### config.mk
export PLATFORM = sky130hd
export DESIGN_NAME = uart_rx_sampler
export DESIGN_NICKNAME = d
export VERILOG_FILES = /design/src/rtl/uart_rx_sampler.sv
export SDC_FILE = /design/constraint.sdc
export NUM_CORES = 1
export LEC_CHECK = 0
export ABC_AREA = 1
export ABC_CLOCK_PERIOD_IN_PS = 2280
export CAP_MARGIN = 25
export CORE_MARGIN = 2
export CORE_UTILIZATION = 35
export CTS_BUF_LIST = sky130_fd_sc_hd__clkbuf_16
export CTS_CLUSTER_DIAMETER = 200
export DETAILED_ROUTE_END_ITERATION = 7
export PLACE_DENSITY = 0.49
export SLEW_MARGIN = 20
export SYNTH_ARGS = -nofsm -noshare
export SYNTH_HDL_FRONTEND = slang
export SYNTH_SLANG_ARGS = --single-unit
### constraint.sdc
create_clock -name iCLOCK -period 2.28 [get_ports iCLOCK]
set_clock_uncertainty 0.1 [all_clocks]
set_input_delay 0.456 -clock iCLOCK [delete_from_list [all_inputs] [get_ports iCLOCK]]
set_output_delay 0.456 -clock iCLOCK [all_outputs]
set_load 0.05 [all_outputs]
### src/rtl/uart_rx_sampler.sv
// 8N1 UART receive front end: two-flop synchroniser, start-bit glitch rejection,
// 3-sample majority vote at each bit centre, byte/frame-error/overrun pulses.
module uart_rx_sampler #(
    parameter logic [19:0] P_BIT_CLOCKS = 20'd108
) (
    input  logic       iCLOCK,
    input  logic       inRESET,
    input  logic       iRESET_SYNC,
    input  logic       iUART_RXD,
    input  logic       iRX_FULL,
    output logic       oRX_VALID,
    output logic [7:0] oRX_DATA,
    output logic       oRX_FRAME_ERR,
    output logic       oRX_OVERRUN,
    output logic       oRX_BUSY
);

    localparam logic [19:0] P_HALF = P_BIT_CLOCKS / 20'd2;

    localparam logic [2:0] ST_IDLE      = 3'd0;
    localparam logic [2:0] ST_START     = 3'd1;
    localparam logic [2:0] ST_DATA      = 3'd2;
    localparam logic [2:0] ST_STOP      = 3'd3;
    localparam logic [2:0] ST_WAIT_IDLE = 3'd4;

    logic        rxdMeta;
    logic        rxdS;
    logic [2:0]  state;
    logic [19:0] bitCnt;
    logic [2:0]  bitIdx;
    logic [7:0]  shiftReg;
    logic        samp0;
    logic        samp1;
    logic        majority;
    logic        isDecide;
    logic        isWrap;

    // Third vote is the live synchronised sample in the decision cycle.
    always_comb begin
        majority = (samp0 & samp1) | (samp0 & rxdS) | (samp1 & rxdS);
        isDecide = (bitCnt == P_HALF + 20'd1);
        isWrap   = (bitCnt == P_BIT_CLOCKS - 20'd1);
    end

    assign oRX_BUSY = (state != ST_IDLE);

    always_ff @(posedge iCLOCK or negedge inRESET) begin
        if (!inRESET) begin
            rxdMeta       <= 1'b1;
            rxdS          <= 1'b1;
            state         <= ST_IDLE;
            bitCnt        <= '0;
            bitIdx        <= '0;
            shiftReg      <= '0;
            samp0         <= 1'b1;
            samp1         <= 1'b1;
            oRX_VALID     <= 1'b0;
            oRX_DATA      <= '0;
            oRX_FRAME_ERR <= 1'b0;
            oRX_OVERRUN   <= 1'b0;
        end else if (iRESET_SYNC) begin
            rxdMeta       <= 1'b1;
            rxdS          <= 1'b1;
            state         <= ST_IDLE;
            bitCnt        <= '0;
            bitIdx        <= '0;
            shiftReg      <= '0;
            samp0         <= 1'b1;
            samp1         <= 1'b1;
            oRX_VALID     <= 1'b0;
            oRX_DATA      <= '0;
            oRX_FRAME_ERR <= 1'b0;
            oRX_OVERRUN   <= 1'b0;
        end else begin
            rxdMeta       <= iUART_RXD;
            rxdS          <= rxdMeta;
            oRX_VALID     <= 1'b0;
            oRX_FRAME_ERR <= 1'b0;
            oRX_OVERRUN   <= 1'b0;

            if (bitCnt == P_HALF - 20'd1) samp0 <= rxdS;
            if (bitCnt == P_HALF)         samp1 <= rxdS;

            case (state)
                ST_IDLE: begin
                    bitCnt <= '0;
                    if (!rxdS) state <= ST_START;
                end
                ST_START: begin
                    if (isDecide && majority) begin
                        state  <= ST_IDLE;
                        bitCnt <= '0;
                    end else if (isWrap) begin
                        state  <= ST_DATA;
                        bitCnt <= '0;
                        bitIdx <= '0;
                    end else begin
                        bitCnt <= bitCnt + 20'd1;
                    end
                end
                ST_DATA: begin
                    if (isDecide) shiftReg <= {majority, shiftReg[7:1]};
                    if (isWrap) begin
                        bitCnt <= '0;
                        if (bitIdx == 3'd7) begin
                            state  <= ST_STOP;
                            bitIdx <= '0;
                        end else begin
                            bitIdx <= bitIdx + 3'd1;
                        end
                    end else begin
                        bitCnt <= bitCnt + 20'd1;
                    end
                end
                ST_STOP: begin
                    // Frame ends at the stop-bit decision so the next start edge is never missed.
                    if (isDecide) begin
                        bitCnt <= '0;
                        if (majority) begin
                            oRX_VALID   <= 1'b1;
                            oRX_DATA    <= shiftReg;
                            oRX_OVERRUN <= iRX_FULL;
                            state       <= ST_IDLE;
                        end else begin
                            oRX_FRAME_ERR <= 1'b1;
                            state         <= ST_WAIT_IDLE;
                        end
                    end else begin
                        bitCnt <= bitCnt + 20'd1;
                    end
                end
                ST_WAIT_IDLE: begin
                    bitCnt <= '0;
                    if (rxdS) state <= ST_IDLE;
                end
                default: begin
                    state  <= ST_IDLE;
                    bitCnt <= '0;
                end
            endcase
        end
    end

endmodule

==> results.json, run 1 <==
{
  "met3WireLength_um": 154,
  "placement_rows": 31,
  "synthFlopType": "sky130_fd_sc_hd__dfrtp_1",
  "route.vias.total": 2171,
  "syn_inst": 326,
  "synth_most_common_cell": "sky130_fd_sc_hd__nand2_1",
  "drt-wirelength-per-cell_um": 12.7,
  "cts_hold_buffers": 0,
  "routed_wl_mm": 5.79,
  "critical-path-top-delay-family": "buffers and inverters",
  "count_of_warnings_emitted_by_yosys": 0,
  "tightest_slew_ps": 499,
  "area_of_the_die_um2": 8230,
  "timing.max_slew.rel_slack_pct": 66.8,
  "antenna_violating_nets_post_route": 0,
  "timing_max_transition_violations_final": 0,
  "layout.filler_cells": 757,
  "die-height_um": 90.7,
  "cts_tree": "built",
  "drive_gt1_share_pct": 11.0,
  "avgSynthCellArea_um2": 8.08,
  "synthDominantAreaCellType": "sky130_fd_sc_hd__dfrtp_1",
  "globalRouteOverflowTotal": 0,
  "cts.htree.levels": 2,
  "crit_path_max_incr_delay_ps": 800,
  "critical_path_required_ps": 1720,
  "core_area_um2": 7250,
  "worst_setup_path_end_kind": "output pin",
  "maxCapViolations": 0,
  "io_buffers": 16,
  "synth.yosys.seq_area_share_pct": 46.8,
  "cts_clk_pin_slew_worst_paths_ps": 70,
  "combined_area_of_all_synthesized_cells_um2": 2630,
  "power.density_cell_area_nw_per_um2": 739,
  "timing.critical_path.fanout_max": 2,
  "yosys.cell_types.count": 31,
  "dr.max_layer_used": "met4",
  "crit_chain": "clkdlybuf4s50_1",
  "layout_min_cycle_time_ps": 1990,
  "first_global_vias": 2044,
  "sequential_cell_area_um2": 1230,
  "groute.usage.overall_pct": 15.1,
  "timing.critical_path.slowest_stage_cell": "sky130_fd_sc_hd__clkdlybuf4s50_1",
  "place.gp.congestion": 0.883,
  "drcViolationCount": 0,
  "crit_type": "reg -> out",
  "syn_to_final_growth_pct": 20.4,
  "timing.hold.worst.class": "in -> async",
  "layout_worst_path_cycle_share_pct": 87.3,
  "setup_violations": 0,
  "tns_ps": 0,
  "synth.net_count": 336,
  "diodes": 0,
  "post_synth_most_frequent_cells": "sky130_fd_sc_hd__nand2_1 (77), sky130_fd_sc_hd__dfrtp_1 (45), sky130_fd_sc_hd__nor2_1 (42)",
  "max-vdd-ir-drop_mv": 0.458,
  "grt_first_pass_wirelength_mm": 10.1,
  "number_of_enable_type_register_cells_in_the_synthesized_netlist": 0,
  "multiInputGateArea_um2": 1240,
  "standby_leakage_power_nw": 1.45,
  "synth_largest_type_area_fraction_pct": 42.8,
  "post-cts-setup-buffer-count": 0,
  "worst_setup_path_start_kind": "flop",
  "detailed_routing_iteration_count_for_the_pre_antenna_repair_pass": 4,
  "synth_async_sr_flop_share_pct": 100,
  "grt_start_max_net_pins": 30,
  "first_iter_violations": 140,
  "hold_viol": 0,
  "initial_standard_cell_utilization_of_the_core_pct": 36.3,
  "numCtsBuffers": 5,
  "met2WireLength_mm": 2.48,
  "final.setup.worst_slack_ps": 289,
  "place_ws_ps": 182,
  "io_pins": 17,
  "status": "complete, no violations",
  "clk_path_buf_depth": 2,
  "count_of_clock_tree_sinks": 49,
  "dieWidth_um": 90.7,
  "cts.repair.resized": 0,
  "timing.critical_path.arrival_ps": 1440,
  "top_area_cells_in_the_synthesized_netlist": "sky130_fd_sc_hd__dfrtp_1 (43%), sky130_fd_sc_hd__nand2_1 (11%), sky130_fd_sc_hd__nor2_1 (6.0%)",
  "number_of_antenna_violations_at_the_first_check_in_global_routing": 0,
  "clock_latency_ps": 290,
  "cts.root.buffer_cell": "sky130_fd_sc_hd__clkbuf_16",
  "cp.buffers_inverters": 1,
  "post_drt_via_cell_ratio": 4.77,
  "maxClockFrequency_ghz": 0.502,
  "grt_setup_unrepaired": "false",
  "detailedPlacementHpwl_mm": 4.37,
  "synth_seq_cells": 49,
  "nets": 365,
  "met1_wirelength_mm": 3.08
}
==> power breakdown <==
group | internal (W) | switching, W
sequential | 0.000901 | 0.0000401
clock | 0.000633 | 0.000331
combinational | 0.000126 | 0.000312
==> worst paths after layout <==
path | start | end | slack (ps) | cells after the start
max in group asynchronous | inRESET | samp0 | 1450 | 2
worst min register to register | shiftReg[0] | shiftReg[0] | 370 | 2
worst max-delay path | oRX_DATA[7] | oRX_DATA[7] | 290 | 1
min in group iCLOCK | shiftReg[0] | shiftReg[0] | 370 | 2
worst max register to register | bitCnt[1] | bitCnt[16] | 320 | 10
worst min-delay path | inRESET | bitCnt[7] | 30 | 1
==> area by class of cell <==
cell class / count / share of cell area [%]
clock buffer: 5 / 3.95
clock inverter: 3 / 2.17
inverter: 40 / 4.74
multi-input combinational: 234 / 39.1
sequential: 49 / 38.8
tap: 99 / 3.91
timing repair buffer: 25 / 7.34
==> cell usage in the layout, fill, tap and decap left out, types with 3 or more instances in the layout <==
| cell | n |
|---|---|
| sky130_fd_sc_hd__a21oi_1 | 11 |
| sky130_fd_sc_hd__buf_4 | 9 |
| sky130_fd_sc_hd__clkbuf_16 | 5 |
| sky130_fd_sc_hd__clkdlybuf4s50_1 | 14 |
| sky130_fd_sc_hd__dfrtp_1 | 45 |
| sky130_fd_sc_hd__dfstp_2 | 4 |
| sky130_fd_sc_hd__ha_1 | 5 |
| sky130_fd_sc_hd__inv_1 | 40 |
| sky130_fd_sc_hd__nand2_1 | 77 |
| sky130_fd_sc_hd__nand2_2 | 3 |
| sky130_fd_sc_hd__nand3_1 | 30 |
| sky130_fd_sc_hd__nand4_1 | 15 |
| sky130_fd_sc_hd__nor2_1 | 42 |
| sky130_fd_sc_hd__nor3_1 | 4 |
| sky130_fd_sc_hd__nor3_2 | 4 |
| sky130_fd_sc_hd__nor3b_1 | 3 |
| sky130_fd_sc_hd__o21ai_0 | 11 |
| sky130_fd_sc_hd__xnor2_1 | 3 |
| sky130_fd_sc_hd__xor2_1 | 10 |
==> flip-flops by register name (all words and copies together), names as in the netlist <==
register,flops
oRX_DATA,8
oRX_OVERRUN,1
samp1,1
rxdS,1
shiftReg,8
state,3
samp0,1
oRX_VALID,1
bitIdx,3
oRX_FRAME_ERR,1
bitCnt,20
rxdMeta,1
==> metrics by stage <==
step	utilization [%]	power (W)	hold slack, ps	cell area, um2	cells
4_1_cts	43.7	0.00238	54.3	3170	455
3_3_place_gp	41.0	0.00141	361	2980	447
3_5_place_dp	41.0	0.00140	360	2980	447
6_report	43.7	0.00234	29.9	3170	455
2_1_floorplan	-	0.00125	60.4	2630	326
5_1_grt	43.7	0.00248	68.9	3170	455
==> routing by layer <==
layer / vias up / GRT usage (%)
met5: - / 0
met2: 33 / 22.5
li1: 1112 / -
met3: 6 / 2.75
met4: 0 / 3.85
met1: 1020 / 22.6
==> kinds of logic (layout without fill, tap and decap cells) <==
kind of cell	count (synthesis)	count (layout)	synth area share (%)
AOI/OAI and AO/OA	25	25	5.13
adders and majority gates	5	5	2.38
buffers and inverters	43	73	6.18
xor gates and xnor gates	13	13	4.33
and+or+nand+nor	191	191	35.2
DFF	49	49	46.8
No activity file was read; power rests on OpenSTA's default activity.
==> run 2: changes to the inputs <==
--- a/config.mk
+++ b/config.mk
@@ -8,9 +8,7 @@
 export ABC_AREA = 1
 export ABC_CLOCK_PERIOD_IN_PS = 2280
 export CAP_MARGIN = 25
-export CORE_MARGIN = 2
 export CORE_UTILIZATION = 35
-export CTS_BUF_LIST = sky130_fd_sc_hd__clkbuf_16
 export CTS_CLUSTER_DIAMETER = 200
 export DETAILED_ROUTE_END_ITERATION = 7
 export PLACE_DENSITY = 0.49
==> results.json, run 2 (same netlist as run 1, synthesis figures left out) <==
{
  "status": "complete, no violations",
  "dr.max_layer_used": "met4",
  "power.density_cell_area_nw_per_um2": 630,
  "layout_common_cells": "sky130_fd_sc_hd__nand2_1 (77), sky130_fd_sc_hd__dfrtp_1 (45), sky130_fd_sc_hd__nor2_1 (42)",
  "met2WireLength_mm": 2.60,
  "worst_setup_path_start_kind": "flop",
  "post-cts-setup-buffer-count": 0,
  "max-vdd-ir-drop_mv": 0.369,
  "detailed_routing_iteration_count_for_the_pre_antenna_repair_pass": 4,
  "place.gp.congestion": 0.878,
  "first_global_vias": 2026,
  "critical-path-top-delay-family": "buffers and inverters",
  "path_depth": 1,
  "met3WireLength_um": 126,
  "reg_top3": "bitCnt x20, oRX_DATA x8, shiftReg x8",
  "met1_wirelength_mm": 3.04,
  "die-height_um": 88.7,
  "grt_setup_unrepaired": "false",
  "io_buffers": 16,
  "post_dp_cell_area_um2": 2970,
  "count_of_clock_tree_sinks": 49,
  "crit_chain": "clkdlybuf4s50_1",
  "stdcell_area_um2": 3070,
  "worst-r2r-cell-count": 7,
  "timing.critical_path.slowest_stage_cell": "sky130_fd_sc_hd__clkdlybuf4s50_1",
  "tns_ps": 0,
  "area_of_the_die_um2": 7870,
  "hold_viol": 0,
  "cts_tree": "built",
  "number_of_antenna_violations_at_the_first_check_in_global_routing": 0,
  "timing.max_slew.rel_slack_pct": 66.8,
  "layout.filler_cells": 766,
  "placement_rows": 31,
  "routed_wl_mm": 5.82,
  "cp-startpoint": "oRX_DATA[3]",
  "maxCapViolations": 0,
  "worst_hold_path.num_cells": 2,
  "fin_hold_ws_ps": 379,
  "cts.htree.levels": 2,
  "grt_start_max_net_pins": 32,
  "globalRouteOverflowTotal": 0,
  "cp.buffers_inverters": 1,
  "layout_worst_path_cycle_share_pct": 89.2,
  "timing.critical_path.fanout_max": 2,
  "cts_hold_buffers": 1,
  "dieWidth_um": 88.7,
  "detailedPlacementHpwl_mm": 4.37,
  "syn_to_final_growth_pct": 16.8,
  "diodes": 0,
  "critical_path_required_ps": 1720,
  "clk_path_buf_depth": 2,
  "maxClockFrequency_ghz": 0.492,
  "layout.cells.most_common": "sky130_fd_sc_hd__nand2_1",
  "setup_violations": 0,
  "clock_latency_ps": 300,
  "crit_path_max_incr_delay_ps": 800,
  "standby_leakage_power_nw": 1.40,
  "timing_max_transition_violations_final": 0,
  "start_point_of_the_worst_hold_path": "shiftReg[0]",
  "grt_first_pass_wirelength_mm": 9.69,
  "antenna_violating_nets_post_route": 0,
  "layout_min_cycle_time_ps": 2030,
  "first_iter_violations": 98,
  "post_drt_via_cell_ratio": 4.67,
  "initial_standard_cell_utilization_of_the_core_pct": 36.3,
  "tightest_slew_ps": 497,
  "drive_gt1_share_pct": 10.7,
  "largest-register": "bitCnt",
  "route.vias.total": 2124,
  "cts.repair.resized": 0,
  "numCtsBuffers": 5,
  "cts.root.buffer_cell": "sky130_fd_sc_hd__clkbuf_8",
  "timing.critical_path.arrival_ps": 1480,
  "io_pins": 17,
  "timing.hold.worst.class": "reg -> reg",
  "core_area_um2": 7250,
  "groute.usage.overall_pct": 16.3,
  "r2r_start": "bitCnt[1]",
  "crit_type": "reg -> out",
  "cts_clk_pin_slew_worst_paths_ps": 100,
  "drcViolationCount": 0,
  "drt-wirelength-per-cell_um": 12.8,
  "largest_reg_flops": 20,
  "nets": 365,
  "worst_setup_path_end_kind": "output pin"
}
## run 2: changes by cell type in the layout (fill, tap and decap cells not counted)
cell                            delta
sky130_fd_sc_hd__buf_4             -1
sky130_fd_sc_hd__bufinv_16         -2
sky130_fd_sc_hd__clkbuf_16         -5
sky130_fd_sc_hd__clkbuf_8          +5
sky130_fd_sc_hd__clkinvlp_4        +2
sky130_fd_sc_hd__dlygate4sd3_1     +1
sky130_fd_sc_hd__inv_6             -1
sky130_fd_sc_hd__inv_8             +1
## run 2: routing by layer
metal / GRT usage [%] / vias up
met5: 0 / -
met4: 3.96 / 0
met3: 3.17 / 4
met2: 25.4 / 19
met1: 23.4 / 990
li1: - / 1111
## run 2: cell type report
cell class                 count  area, um2  share of cell area (%)
inverter                      40        150                    4.88
clock buffer                   5       68.8                    2.24
tap                           99        124                    4.03
clock inverter                 3       26.3                   0.855
multi-input combinational    234       1240                    40.3
sequential                    49       1230                    40.0
timing repair buffer          25        235                    7.65
## run 2: final timing paths
| path | to | slack, ps |
|---|---|---|
| max in group asynchronous | samp0 | 950 |
| setup reg to reg | oRX_DATA[3] | 310 |
| min in group asynchronous | oRX_DATA[7] | 540 |
| hold reg to reg | shiftReg[0] | 380 |
| setup / recovery | oRX_DATA[3] | 250 |
| hold / removal | shiftReg[0] | 380 |
## run 2: through the flow
| stage | util [%] | total power (W) | instances | worst slack (ps) |
|---|---|---|---|---|
| floorplan | - | 0.00125 | 326 | 616 |
| global placement | 40.9 | 0.00142 | 446 | 200 |
| detailed placement | 40.9 | 0.00142 | 446 | 93.4 |
| CTS | 42.4 | 0.00197 | 455 | 225 |
| global route | 42.4 | 0.00205 | 455 | 34.3 |
| finish | 42.4 | 0.00194 | 455 | 245 |
## run 2: report_power, final
group | total, W | switching (W) | internal (W) | leakage (nW)
logic | 0.000454 | 0.000317 | 0.000137 | 0.691
clock network | 0.000543 | 0.000319 | 0.000224 | 0.0423
registers | 0.000939 | 0.0000392 | 0.000900 | 0.668
total | 0.00194 | 0.000675 | 0.00126 | 1.40
